[src/rtl/motion_seg_pkg.sv]
// Shared widths, raster defaults and state encoding for the motion segmentation blocks.
package motion_seg_pkg;

  localparam int unsigned COORD_W      = 11;
  localparam int unsigned H_ACTIVE_DEF = 640;
  localparam int unsigned V_ACTIVE_DEF = 480;
  localparam int unsigned MIN_PIX_DEF  = 64;
  localparam int unsigned CNT_W_DEF    = 19;
  localparam int unsigned SUM_W        = 28;

  typedef enum logic {
    WAIT_SOF = 1'b0,
    ACCUM    = 1'b1
  } bbox_state_t;

  typedef struct packed {
    logic [COORD_W-1:0] x_min;
    logic [COORD_W-1:0] x_max;
    logic [COORD_W-1:0] y_min;
    logic [COORD_W-1:0] y_max;
  } bbox_t;

endpackage

[src/rtl/bbox_axis_acc.sv]
// Min/max tracker for one raster axis; min_c/max_c are the running values including the current pixel.
module bbox_axis_acc
  import motion_seg_pkg::*;
(
  input  logic               clk,
  input  logic               rst_n,
  input  logic               start,
  input  logic               upd,
  input  logic               clear,
  input  logic [COORD_W-1:0] coord,
  output logic [COORD_W-1:0] min_c,
  output logic [COORD_W-1:0] max_c
);

  logic [COORD_W-1:0] min_q;
  logic [COORD_W-1:0] max_q;
  logic [COORD_W-1:0] min_base;
  logic [COORD_W-1:0] max_base;

  // start discards the previous partial frame before the current pixel is folded in
  always_comb begin
    min_base = start ? '1 : min_q;
    max_base = start ? '0 : max_q;
    min_c    = min_base;
    max_c    = max_base;
    if (upd) begin
      if (coord < min_base) min_c = coord;
      if (coord > max_base) max_c = coord;
    end
  end

  always_ff @(posedge clk or negedge rst_n) begin
    if (!rst_n) begin
      min_q <= '1;
      max_q <= '0;
    end else if (clear) begin
      min_q <= '1;
      max_q <= '0;
    end else begin
      min_q <= min_c;
      max_q <= max_c;
    end
  end

endmodule

[src/rtl/motion_bbox.sv]
// Per-frame bounding box / pixel count extractor for the eroded motion mask.
// Define MOTION_BBOX_SUM_EN to add per-frame coordinate sums (sum_x/sum_y) for a downstream centroid.
module motion_bbox
  import motion_seg_pkg::*;
#(
  parameter int unsigned H_ACTIVE = H_ACTIVE_DEF,
  parameter int unsigned V_ACTIVE = V_ACTIVE_DEF,
  parameter int unsigned MIN_PIX  = MIN_PIX_DEF,
  parameter int unsigned CNT_W    = CNT_W_DEF
) (
  input  logic               clk,
  input  logic               rst_n,
  input  logic [COORD_W-1:0] hpos,
  input  logic [COORD_W-1:0] vpos,
  input  logic               in_pix,
  output logic               bbox_valid,
  output logic [COORD_W-1:0] x_min,
  output logic [COORD_W-1:0] x_max,
  output logic [COORD_W-1:0] y_min,
  output logic [COORD_W-1:0] y_max,
  output logic [CNT_W-1:0]   pix_count,
  output logic               detected
`ifdef MOTION_BBOX_SUM_EN
  ,
  output logic [SUM_W-1:0]   sum_x,
  output logic [SUM_W-1:0]   sum_y
`endif
);

  localparam logic [COORD_W-1:0] H_LAST = COORD_W'(H_ACTIVE - 1);
  localparam logic [COORD_W-1:0] V_LAST = COORD_W'(V_ACTIVE - 1);
  localparam logic [COORD_W-1:0] H_LIM  = COORD_W'(H_ACTIVE);
  localparam logic [COORD_W-1:0] V_LIM  = COORD_W'(V_ACTIVE);
  localparam logic [CNT_W-1:0]   DET_TH = CNT_W'(MIN_PIX);

  bbox_state_t        state_q;
  bbox_state_t        state_d;
  logic               in_range;
  logic               sof;
  logic               eof;
  logic               start;
  logic               upd;
  logic               pub;
  logic [COORD_W-1:0] xmin_c;
  logic [COORD_W-1:0] xmax_c;
  logic [COORD_W-1:0] ymin_c;
  logic [COORD_W-1:0] ymax_c;
  logic [CNT_W-1:0]   cnt_q;
  logic [CNT_W-1:0]   cnt_base;
  logic [CNT_W-1:0]   cnt_c;
  logic               empty_c;
  bbox_t              bbox_q;

  assign in_range = (hpos < H_LIM) && (vpos < V_LIM);
  assign sof      = (hpos == '0) && (vpos == '0);
  assign eof      = (hpos == H_LAST) && (vpos == V_LAST);

  always_ff @(posedge clk or negedge rst_n) begin
    if (!rst_n) state_q <= WAIT_SOF;
    else        state_q <= state_d;
  end

  // A (0,0) in ACCUM is either a seamless restart or a sync-loss abort; both reinitialise
  always_comb begin
    state_d = state_q;
    start   = 1'b0;
    upd     = 1'b0;
    pub     = 1'b0;
    case (state_q)
      WAIT_SOF: begin
        if (sof) begin
          state_d = ACCUM;
          start   = 1'b1;
          upd     = in_pix;
        end
      end
      ACCUM: begin
        start = sof;
        upd   = in_pix && in_range;
        if (eof) begin
          pub     = 1'b1;
          state_d = WAIT_SOF;
        end
      end
      default: state_d = WAIT_SOF;
    endcase
  end

  bbox_axis_acc u_x_acc (
    .clk   (clk),
    .rst_n (rst_n),
    .start (start),
    .upd   (upd),
    .clear (pub),
    .coord (hpos),
    .min_c (xmin_c),
    .max_c (xmax_c)
  );

  bbox_axis_acc u_y_acc (
    .clk   (clk),
    .rst_n (rst_n),
    .start (start),
    .upd   (upd),
    .clear (pub),
    .coord (vpos),
    .min_c (ymin_c),
    .max_c (ymax_c)
  );

  // Saturating foreground counter
  always_comb begin
    cnt_base = start ? '0 : cnt_q;
    cnt_c    = cnt_base;
    if (upd && (cnt_base != '1)) cnt_c = cnt_base + CNT_W'(1);
  end

  assign empty_c = (cnt_c == '0);

  always_ff @(posedge clk or negedge rst_n) begin
    if (!rst_n) cnt_q <= '0;
    else        cnt_q <= pub ? '0 : cnt_c;
  end

  always_ff @(posedge clk or negedge rst_n) begin
    if (!rst_n) begin
      bbox_valid <= 1'b0;
      bbox_q     <= '0;
      pix_count  <= '0;
      detected   <= 1'b0;
    end else begin
      bbox_valid <= pub;
      if (pub) begin
        bbox_q.x_min <= empty_c ? '0 : xmin_c;
        bbox_q.x_max <= empty_c ? '0 : xmax_c;
        bbox_q.y_min <= empty_c ? '0 : ymin_c;
        bbox_q.y_max <= empty_c ? '0 : ymax_c;
        pix_count    <= cnt_c;
        detected     <= (cnt_c >= DET_TH);
      end
    end
  end

  assign x_min = bbox_q.x_min;
  assign x_max = bbox_q.x_max;
  assign y_min = bbox_q.y_min;
  assign y_max = bbox_q.y_max;

`ifdef MOTION_BBOX_SUM_EN
  logic [SUM_W-1:0] sx_q;
  logic [SUM_W-1:0] sy_q;
  logic [SUM_W-1:0] sx_c;
  logic [SUM_W-1:0] sy_c;

  always_comb begin
    sx_c = start ? '0 : sx_q;
    sy_c = start ? '0 : sy_q;
    if (upd) begin
      sx_c = sx_c + SUM_W'(hpos);
      sy_c = sy_c + SUM_W'(vpos);
    end
  end

  always_ff @(posedge clk or negedge rst_n) begin
    if (!rst_n) begin
      sx_q  <= '0;
      sy_q  <= '0;
      sum_x <= '0;
      sum_y <= '0;
    end else begin
      sx_q <= pub ? '0 : sx_c;
      sy_q <= pub ? '0 : sy_c;
      if (pub) begin
        sum_x <= sx_c;
        sum_y <= sy_c;
      end
    end
  end
`endif

endmodule

[config.mk]
export PLATFORM = sky130hd
export DESIGN_NAME = motion_bbox
export DESIGN_NICKNAME = d
export VERILOG_FILES = /design/src/rtl/motion_seg_pkg.sv /design/src/rtl/bbox_axis_acc.sv /design/src/rtl/motion_bbox.sv
export SDC_FILE = /design/constraint.sdc
export NUM_CORES = 1
export LEC_CHECK = 0
export BUFFER_PORTS_ARGS = -buffer_cell sky130_fd_sc_hd__buf_2
export CAP_MARGIN = 0
export CELL_PAD_IN_SITES_DETAIL_PLACEMENT = 0
export CELL_PAD_IN_SITES_GLOBAL_PLACEMENT = 1
export CORE_MARGIN = 1
export CORE_UTILIZATION = 45
export DETAILED_ROUTE_END_ITERATION = 12
export PLACE_DENSITY_LB_ADDON = 0.1
export SLEW_MARGIN = 20
export SYNTH_ARGS = -nofsm -noshare
export SYNTH_HDL_FRONTEND = slang
export SYNTH_SLANG_ARGS = --single-unit
[constraint.sdc]
create_clock -name clk -period 4.1 [get_ports clk]
set_clock_uncertainty 0.1 [all_clocks]
set_input_delay 0 -clock clk [delete_from_list [all_inputs] [get_ports clk]]
set_output_delay 0 -clock clk [all_outputs]
set_load 0.03 [all_outputs]
==> impl_results.md, run 1 <==
* Share of cells above drive strength 1 at 0.237
* Mux contribution to synthesized area at 0.0518
* Die X at 125 um
* DR DRC count at 4
* Mapped Cells at 718
* Post-synthesis compound-gate area fraction at 0.130
* Share of flip-flops with an asynchronous set or reset at 1.00
* Final hold vios at 0
* Placer congestion estimate at 0.842
* YS warnings at 0
* Crit path DAT at 4.04 ns
* Mean Syn Cell Area at 9.52 um2
* Final ANT Viol Nets at 0
* Simple-Gate Fraction of Synth Area at 0.210
* Drt wl/cell at 18.1 um
* Post-route cell area at 8380 um2
* Setup-failing EPs final at 0
* R2R Path Start: cnt_q[0]
* RSZ-0062 raised after global routing: no
* Area growth, synth to finish at 22.7%
* Total track usage at 0.248
* DR vias at 5697
* Post-synth top area share at 0.392
* Leakage Power at 0.00396 uW
* Area leader, netlist: dfrtp_1
* WP data required at 4.32 ns
* Largest net degree at the start of global routing at 107
* Crit path capture type: flip-flop
* Grt ovf at 0
* Post-synth net total at 784
* Maxcap violations at 0
* Worst-Skew Late Latency at 0.43 ns
* EDFF count, synth at 0
* Std-Cell Rows at 44
* Yosys reg bits at 129
* Fin nets at 893
* DP Area at 7430 um2
* Critical Path Fanout Max at 22
* Final period util at 0.933
* Clk buf depth at 2
* IO Pins at 90
* CTS Buf Count at 17
* Fin cells at 1024
* Post-Syn Area at 6840 um2
* Crit path launch type: input pin
* Synth Area in XOR/XNOR at 0.0167
* Die extent in y at 125 um
* Worst IR Drop VDD at 0.273 mV
* First-pass GRT wire length at 30000 um
* Inst Count DP at 963
* CP startpoint: hpos[9]
* Worst-path clk slew at 0.06 ns
* Initial antenna violation count at 0
* Post-synthesis adder-cell area fraction at 0.0751
* Synth area leaders: dfrtp_1 (39%), dfstp_2 (8.5%), ha_1 (7.5%), nand2_1 (6.2%), nor2_1 (4.4%)
* Vias in the first global route at 5775
* Hold Path Class: input pin to asynchronous set/reset pin
* Outcome: finished with violations
* Peak Freq at 0.261 GHz
* WHS at 0.00946 ns
* Die Area at 15700 um2
* Clk sinks at 129
* Post-synthesis cell type count at 60
* Number of vias per cell at 5.56
* Final WL at 18500 um
* Most used flip-flop cell after synthesis: dfrtp_1
* Core area at 14700 um2
* Port bufs at 89
* WS Path Type: input pin to flip-flop
* Sequential area share after synthesis at 0.476
* Total negative setup slack at 0 ns
* Antenna Cells at 0
* PwrDens at 359 nW/um2
* Drt initial violations at 368
* Largest family of logic cells by synthesized area: simple AND/OR/NAND/NOR gates
* Fin. max-slew vios at 0
* Post-DP HPWL at 12800 um
* CTS tree: yes
* Worst slew margin at 0.576
* Root buf cell: clkbuf_16
* Violated checks: design-rule violations
* Least-Margin Pin Slew at 0.636 ns
* Period minus WS final at 3.83 ns
* Initial Util at 0.465
* First-pass DRT Iterations at 9
* CTS H-tree depth at 4
[placed cells by master, fill, tap and decap left out, drive strengths merged, types with 4 or more instances in the layout]
cell type	synthesis	layout
dlygate4sd3	0	23
nand4	20	20
inv	23	24
nor4	10	10
clkinv	0	7
a21oi	12	12
and4	6	6
xnor2	9	9
o21ai	88	88
buf	17	104
mux2	27	27
ha	41	41
a21o	10	10
dfrtp	107	107
nor3	22	22
and2	14	14
nand2	112	112
o31a	5	5
nand3	14	14
dfstp	22	22
clkbuf	21	21
nor2b	4	4
xor2	4	4
mux2i	5	5
nor2	81	81
o31ai	6	6
[report_power, final]
group	switching, uW	internal (uW)
clock network	586	1010
registers	0.00507	1270
logic	92.3	53.3
total	678	2330
[state kept, by name (all words and copies together) (netlist names)]
signal / cells
y_max: 11
u_y_acc.min_q: 11
pix_count: 19
y_min: 11
u_x_acc.max_q: 11
u_x_acc.min_q: 11
x_min: 11
state_q: 1
x_max: 11
bbox_valid: 1
cnt_q: 19
detected: 1
u_y_acc.max_q: 11
[through the flow]
step	total power [uW]	setup slack, ns	util
floorplan	1350	0.409	-
detailed placement	1420	0.130	0.505
global placement	1420	0.174	0.505
global route	3110	0.0130	0.570
finish	3010	0.273	0.570
CTS	3030	0.0114	0.563
[cells in the mapped netlist, drive strengths merged (3+ instances only)]
library cell,n
a211oi,3
a21o,10
a21oi,12
and2,14
and4,6
buf,17
clkbuf,21
dfrtp,107
dfstp,22
ha,41
inv,23
mux2,27
mux2i,5
nand2,112
nand2b,3
nand3,14
nand4,20
nor2,81
nor2b,4
nor3,22
nor4,10
nor4b,3
o211ai,3
o21a,3
o21ai,88
o31a,5
o31ai,6
or2,3
or3,3
xnor2,9
xor2,4
[cells by family (layout without fill, tap and decap cells)]
logic type | count (synthesis) | after routing
compound gates | 143 | 143
xor+xnor | 13 | 13
fa+ha+maj | 41 | 41
buf+inv | 61 | 183
flops | 129 | 129
mux | 32 | 32
simple gates | 299 | 299
[path summary, 6_finish.rpt]
kind / endpoint / slack [ns] / cells after the start
hold / removal: pix_count[11] / 0.009 / 2
setup reg to reg: x_min[9] / 0.81 / 11
hold reg to reg: pix_count[10] / 0.37 / 2
min in group clk: u_y_acc.max_q[9] / 0.14 / 5
setup / recovery: x_min[9] / 0.27 / 16
max in group asynchronous: u_x_acc.max_q[1] / 2.83 / 3
[critical path: stages]
cell and delay (ns):
dlygate4sd3_1 0.54, buf_2 0.17, nor4_1 0.36, nand4_1 0.25, or2_4 0.37, and2_1 0.20
ha_1 0.28, nand4_4 0.16, nor3_2 0.08, or3_1 0.33, a2111oi_2 0.41, a41oi_2 0.20
o31ai_4 0.23, buf_4 0.18, clkbuf_16 0.20, o21ai_1 0.07
[what timing repair did]
action                     4_1_cts  5_1_grt
buffers inserted                 0        4
setup endpoints to repair        0       64
hold endpoints to repair        92        0
hold buffers                    23        0
gates resized for setup          0        6
[routing by layer]
metal | track usage | part of all wire | routed length, um
met4 | 0.0868 | 0.017 | 320
met1 | 0.317 | 0.46 | 8420
met2 | 0.416 | 0.48 | 8970
met5 | 0 | 0 | 0
met3 | 0.0522 | 0.042 | 786
[cell type report]
| cell class | instances | area [um2] |
|---|---|---|
| fillers | 1325 | 6310 |
| multi-input cells | 528 | 3330 |
| flip-flops and latches | 129 | 3260 |
| repair buffers | 128 | 861 |
| clock buffers | 20 | 467 |
| well taps | 184 | 230 |
| clock inverters | 12 | 156 |
| inverters | 23 | 86.3 |
(Power assumes the default switching activity.)
==> inputs of run 2 (changes only) <==
--- a/config.mk
+++ b/config.mk
@@ -5,12 +5,13 @@
 export SDC_FILE = /design/constraint.sdc
 export NUM_CORES = 1
 export LEC_CHECK = 0
+export ABC_AREA = 1
 export BUFFER_PORTS_ARGS = -buffer_cell sky130_fd_sc_hd__buf_2
 export CAP_MARGIN = 0
 export CELL_PAD_IN_SITES_DETAIL_PLACEMENT = 0
 export CELL_PAD_IN_SITES_GLOBAL_PLACEMENT = 1
 export CORE_MARGIN = 1
-export CORE_UTILIZATION = 45
+export CORE_UTILIZATION = 43
 export DETAILED_ROUTE_END_ITERATION = 12
 export PLACE_DENSITY_LB_ADDON = 0.1
 export SLEW_MARGIN = 20
==> impl_results.md, run 2 <==
* WP data required at 4.31 ns (was 4.32 ns)
* Crit path DAT at 4.04 ns (about the same)
* Most frequent cells in the layout: nand2_1 (370), nor2_1 (128), dfrtp_1 (107) (was nand2_1 (112), dfrtp_1 (107), buf_2 (88))
* Clk buf depth at 2 (unchanged)
* Drt wl/cell at 15.4 um (was 18.1 um)
* Flop2flop setup slack at 0.57 ns (was 0.81 ns)
* Flop pwr share at 0.385 (was 0.423)
* Post-synthesis cell type count at 38 (was 60)
* Final hold vios at 0 (unchanged)
* Sequential area share after synthesis at 0.433 (was 0.476)
* Fin nets at 1182 (was 893)
* Critical Path Fanout Max at 22 (unchanged)
* Final period util at 0.934 (was 0.933)
* Final Power at 3870 uW (was 3010 uW)
* Die extent in y at 134 um (was 125 um)
* Share of flip-flops with an asynchronous set or reset at 1.00 (unchanged)
* Std-Cell Rows at 47 (was 44)
* Total track usage at 0.241 (was 0.248)
* Clk sinks at 129 (unchanged)
* Worst-Skew Late Latency at 0.43 ns (about the same)
* Post-synth top cells: nand2_1 (370), nor2_1 (128), dfrtp_1 (107), inv_1 (95), o21ai_0 (47) (was nand2_1 (112), dfrtp_1 (107), nor2_1 (81), o21ai_1 (57), ha_1 (41))
* Mapped Cells at 1020 (was 718)
* WHS at 0.106 ns (was 0.00946 ns)
* Area leader, netlist: dfrtp_1 (unchanged)
* Period minus WS final at 3.83 ns (about the same)
* Combinational power share at 0.208 (was 0.048)
* Clock Power Share at 0.408 (was 0.528)
* Die X at 134 um (was 125 um)
* Area growth, synth to finish at 18.7% (was 22.7%)
* Top flop regs: cnt_q x19, pix_count x19 (unchanged)
* Post-route cell area at 8910 um2 (was 8380 um2)
* Commonest non-fill, non-tap cell in the layout: nand2_1 (unchanged)
* Drt initial violations at 437 (was 368)
* YS warnings at 0 (unchanged)
* WS Path Type: input pin to flip-flop (unchanged)
* DR DRC count at 0 (was 4)
* EDFF count, synth at 0 (unchanged)
* Total negative setup slack at 0 ns (unchanged)
* Post-CTS Setup Bufs at 0 (unchanged)
* Initial antenna violation count at 0 (unchanged)
* Least-Margin Pin Slew at 1.03 ns (was 0.636 ns)
* Vias in the first global route at 6430 (was 5775)
* Fin. max-slew vios at 0 (unchanged)
* Setup-failing EPs final at 0 (unchanged)
* Crit path capture type: flip-flop (unchanged)
* Yosys reg bits at 129 (unchanged)
* First-pass DRT Iterations at 5 (was 9)
* Die Area at 18000 um2 (was 15700 um2)
* DR vias at 6749 (was 5697)
* Root buf cell: clkbuf_16 (unchanged)
* Fill cell total of the finished layout at 1729 (was 1325)
* CTS tree: yes (unchanged)
* Post-DP HPWL at 13600 um (was 12800 um)
* R2R Path Start: cnt_q[0] (unchanged)
* Final ANT Viol Nets at 0 (unchanged)
* Crit path launch type: input pin (unchanged)
* Post-synth top area share at 0.356 (was 0.392)
* Most numerous cell in the Yosys netlist: nand2_1 (unchanged)
* Hold Path Class: input pin to asynchronous set/reset pin (unchanged)
* Most used flip-flop cell after synthesis: dfrtp_1 (unchanged)
* Sw power at 1180 uW (was 678 uW)
* Switch share at 0.304 (was 0.225)
* DP Area at 8090 um2 (was 7430 um2)
* Maxcap violations at 0 (unchanged)
* Number of vias per cell at 5.00 (was 5.56)
* Placer congestion estimate at 0.876 (was 0.842)
* Peak Freq at 0.261 GHz (about the same)
* Mean Syn Cell Area at 7.37 um2 (was 9.52 um2)
* Leakage Power at 0.00495 uW (was 0.00396 uW)
* Final WL at 20700 um (was 18500 um)
* Largest net degree at the start of global routing at 103 (was 107)
* Antenna Cells at 0 (unchanged)
* Post-Syn Area at 7510 um2 (was 6840 um2)
* Grt ovf at 0 (unchanged)
* Synth area leaders: dfrtp_1 (36%), nand2_1 (18%), dfstp_2 (7.7%), ha_1 (6.8%), nor2_1 (6.4%) (was dfrtp_1 (39%), dfstp_2 (8.5%), ha_1 (7.5%), nand2_1 (6.2%), nor2_1 (4.4%))
* CTS H-tree depth at 4 (unchanged)
* P_int at 2700 uW (was 2330 uW)
* PwrDens at 434 nW/um2 (was 359 nW/um2)
* Worst-path clk slew at 0.06 ns (about the same)
* CP startpoint: vpos[4] (was hpos[9])
* IO Pins at 90 (unchanged)
* Port bufs at 89 (unchanged)
* Worst IR Drop VDD at 0.292 mV (was 0.273 mV)
* RSZ-0062 raised after global routing: no (unchanged)
* First-pass GRT wire length at 33500 um (was 30000 um)
* CTS Buf Count at 17 (unchanged)
* Worst slew margin at 0.311 (was 0.576)
* Post-synth net total at 1086 (was 784)
* Core area at 16800 um2 (was 14700 um2)
* Initial Util at 0.447 (was 0.465)
* Outcome: finished, final reports clean (was finished with violations)
* Share of cells above drive strength 1 at 0.159 (was 0.237)
-- run 2: cell types whose count changed after synthesis, sizes merged, moves of 7 or more --
cell	change
a211oi	+17
a21o	-8
a21oi	+17
and2	-13
inv	+76
mux2	-27
nand2	+261
nand3	+36
nor2	+57
nor3	-17
o21ai	-36
xnor2	-7
-- run 2: final cells by class --
type,count,area (um2),area share
inverter,99,372,0.0417
multi-input combinational,753,3700,0.415
clock buffer,20,447,0.0501
sequential,129,3260,0.365
timing repair buffer,116,708,0.0794
tap,220,275,0.0309
clock inverter,12,156,0.0175
-- run 2: power by group through the flow --
stage	Sequential, uW	Clock, uW	Combinational, uW
5_1_grt	1500	1670	937
4_1_cts	1490	1620	796
3_5_place_dp	1510	0	774
3_3_place_gp	1510	0	767
6_report	1490	1580	804
2_1_floorplan	1500	0	589
-- run 2: logic make-up after synthesis --
group	share of synthesized area
compound gates	0.0836
fa+ha+maj	0.0683
flops	0.433
simple gates	0.332
buf+inv	0.0781
xor+xnor	0.00466
-- run 2: path summary, 6_finish.rpt --
kind / cells after the start / end
worst max-delay path: 20 / y_max[3]
max in group asynchronous: 3 / u_y_acc.min_q[3]
worst min register to register: 2 / y_max[3]
min in group clk: 6 / pix_count[8]
worst min-delay path: 2 / x_max[1]
worst max register to register: 14 / y_max[3]
-- run 2: stage by stage --
stage	util	setup WS (ns)	std cells
2_1_floorplan	-	1.05	1020
5_1_grt	0.530	0.0337	1349
6_report	0.530	0.272	1349
3_3_place_gp	0.481	0.539	1296
4_1_cts	0.529	0.352	1348
3_5_place_dp	0.481	0.443	1296
-- run 2: per-layer routing --
metal	wire length (um)	global-route usage
met1	10000	0.329
met4	238	0.0637
met5	0	0
met3	891	0.0533
met2	9550	0.385
-- run 2: repair_timing --
action / in CTS / in global routing
hold buffers: 20 / 0
hold endpoints to repair: 127 / 0
gates resized for setup: 0 / 2
endpoints found under the setup margin: 0 / 20
-- run 2: critical path, stage by stage --
cell	delay (ns)
dlygate4sd3_1	0.53
buf_2	0.24
nor2_1	0.07
nand2_1	0.07
nor2_1	0.06
nand3_2	0.10
nand2_1	0.11
inv_1	0.16
ha_1	0.29
nand4_2	0.20
inv_2	0.13
nand2_2	0.10
o21ai_2	0.52
nand2_1	0.11
nand2_1	0.14
nand3_1	0.10
nor2_1	0.40
nand3_4	0.45
nand2_1	0.18
nand2_1	0.06
==> inputs of run 3 (changes only) <==
--- a/config.mk
+++ b/config.mk
@@ -7,11 +7,11 @@
 export LEC_CHECK = 0
 export ABC_AREA = 1
 export BUFFER_PORTS_ARGS = -buffer_cell sky130_fd_sc_hd__buf_2
-export CAP_MARGIN = 0
+export CAP_MARGIN = 20
 export CELL_PAD_IN_SITES_DETAIL_PLACEMENT = 0
 export CELL_PAD_IN_SITES_GLOBAL_PLACEMENT = 1
 export CORE_MARGIN = 1
-export CORE_UTILIZATION = 43
+export CORE_UTILIZATION = 39
 export DETAILED_ROUTE_END_ITERATION = 12
 export PLACE_DENSITY_LB_ADDON = 0.1
 export SLEW_MARGIN = 20
==> constraint.sdc (replaced) <==
create_clock -name clk -period 3.45 [get_ports clk]
set_clock_uncertainty 0.1 [all_clocks]
set_input_delay 0 -clock clk [delete_from_list [all_inputs] [get_ports clk]]
set_output_delay 0 -clock clk [all_outputs]
set_load 0.03 [all_outputs]
==> impl_results.md, run 3 (synthesis gave the netlist of run 2 again) <==
* Area growth, synth to finish at 20.5% (was 18.7%)
* Antenna Cells at 0 (unchanged)
* Root buf cell: clkbuf_16 (unchanged)
* Die extent in y at 141 um (was 134 um)
* Fin. max-slew vios at 0 (unchanged)
* Grt ovf at 0 (unchanged)
* Crit path launch type: input pin (unchanged)
* Final WL at 20700 um (about the same)
* CTS tree: yes (unchanged)
* WS Path Type: input pin to flip-flop (unchanged)
* Least-Margin Pin Slew at 0.944 ns (was 1.03 ns)
* Total track usage at 0.218 (was 0.241)
* Crit path capture type: flip-flop (unchanged)
* Leakage Power at 0.00505 uW (was 0.00495 uW)
* Period minus WS final at 3.18 ns
* DR DRC count at 0 (unchanged)
* Outcome: finished with violations (was finished, final reports clean)
* Most frequent cells in the layout: nand2_1 (370), nor2_1 (128), dfrtp_1 (107) (unchanged)
* Maxcap violations at 0 (unchanged)
* First-pass GRT wire length at 33500 um (about the same)
* Setup-failing EPs final at 0 (unchanged)
* Clk sinks at 129 (unchanged)
* Worst IR Drop VDD at 0.286 mV (was 0.292 mV)
* Crit path DAT at 3.39 ns (was 4.04 ns)
* Port bufs at 89 (unchanged)
* Drt initial violations at 386 (was 437)
* RSZ-0062 raised after global routing: no (unchanged)
* Total negative setup slack at 0 ns (unchanged)
* Initial Util at 0.400 (was 0.447)
* Peak Freq at 0.315 GHz
* Vias in the first global route at 6312 (was 6430)
* Worst slew margin at 0.371 (was 0.311)
* First-pass DRT Iterations at 5 (unchanged)
* Core area at 18800 um2 (was 16800 um2)
* Final hold vios at 1 (was 0)
* Top flop regs: cnt_q x19, pix_count x19 (unchanged)
* Drt wl/cell at 15.0 um (was 15.4 um)
* Worst-path clk slew at 0.06 ns (about the same)
* Die Area at 19800 um2 (was 18000 um2)
* Violated checks: negative hold slack
* Share of cells above drive strength 1 at 0.176 (was 0.159)
* IO Pins at 90 (unchanged)
* WP data required at 3.67 ns (was 4.31 ns)
* Critical Path Fanout Max at 29 (was 22)
* DR vias at 6700 (was 6749)
* PwrDens at 494 nW/um2 (was 434 nW/um2)
* Placer congestion estimate at 0.860 (was 0.876)
* CTS H-tree depth at 4 (unchanged)
* Largest net degree at the start of global routing at 101 (was 103)
* Commonest non-fill, non-tap cell in the layout: nand2_1 (unchanged)
* Std-Cell Rows at 50 (was 47)
* Flop2flop setup slack at 0.67 ns (was 0.57 ns)
* Number of vias per cell at 4.86 (was 5.00)
* Final period util at 0.920
* Clk buf depth at 2 (unchanged)
* Fin nets at 1199 (was 1182)
* Initial antenna violation count at 0 (unchanged)
* Worst-Skew Late Latency at 0.42 ns (was 0.43 ns)
* Hold Path Class: input pin to flip-flop (was input pin to asynchronous set/reset pin)
* CTS Buf Count at 17 (unchanged)
* Final ANT Viol Nets at 0 (unchanged)
* Die X at 141 um (was 134 um)
* Fill cell total of the finished layout at 1945 (was 1729)
* Post-DP HPWL at 14500 um (was 13600 um)
* WHS at -0.0354 ns (was 0.106 ns)
run 3: worst paths after layout:
kind | cells past startpoint | startpoint | end
setup / recovery | 20 | hpos[5] | x_min[9]
min in group asynchronous | 2 | rst_n | x_max[4]
hold reg to reg | 2 | x_max[8] | x_max[8]
setup reg to reg | 17 | cnt_q[1] | y_min[0]
hold / removal | 4 | hpos[3] | u_x_acc.min_q[3]
max in group asynchronous | 3 | rst_n | u_x_acc.min_q[5]
run 3: metrics by stage:
step	util	power (uW)	cell area, um2	std cells	setup slack [ns]
after detailed placement	0.441	2740	8280	1329	0.342
after global routing	0.482	4760	9050	1380	0.000446
final	0.482	4470	9050	1380	0.275
after CTS	0.480	4510	9000	1377	0.233
after floorplan	-	2480	7510	1020	0.401
after global placement	0.441	2740	8280	1329	0.383
run 3: area by class of cell:
| type | instances | area (um2) | area share |
|---|---|---|---|
| clock buffers | 20 | 457 | 0.0504 |
| clock inverters | 12 | 109 | 0.0120 |
| inverters | 99 | 372 | 0.0410 |
| multi-input cells | 753 | 3700 | 0.409 |
| flip-flops and latches | 129 | 3260 | 0.360 |
| well taps | 234 | 293 | 0.0323 |
| repair buffers | 133 | 868 | 0.0959 |
run 3: critical path, stage by stage:
cell	delay (ns)
dlygate4sd3_1	0.54
buf_2	0.16
inv_1	0.11
nand3_1	0.13
nor2_1	0.14
nand3_2	0.17
buf_12	0.23
nand2_1	0.10
inv_1	0.05
ha_1	0.28
a21oi_1	0.16
o21ai_0	0.15
nand3_1	0.10
a21oi_1	0.07
nor4_1	0.27
nand2_1	0.21
o21ai_0	0.32
nor2_1	0.08
nand2_1	0.08
nand2_1	0.04
run 3: per-layer routing:
metal  track usage  wire length (um)  vias up
met2         0.342              9240      140
met1         0.305             10300     3059
met4        0.0652               297        0
met3        0.0425               795       19
li1              -                 -     3482
met5             0                 0        -
run 3: where the power goes:
part / switching [uW] / total, uW / leakage [uW] / internal (uW)
clock: 711 / 1740 / 0.000277 / 1030
combinational: 605 / 960 / 0.00311 / 355
sequential: 55.4 / 1770 / 0.00167 / 1710
run 3: what timing repair did:
item                       in CTS  in global routing
gates resized for setup         0                  4
hold buffers                   16                  0
setup buffers                   0                  1
setup endpoints to repair       0                 15
hold endpoints to repair      107                  0
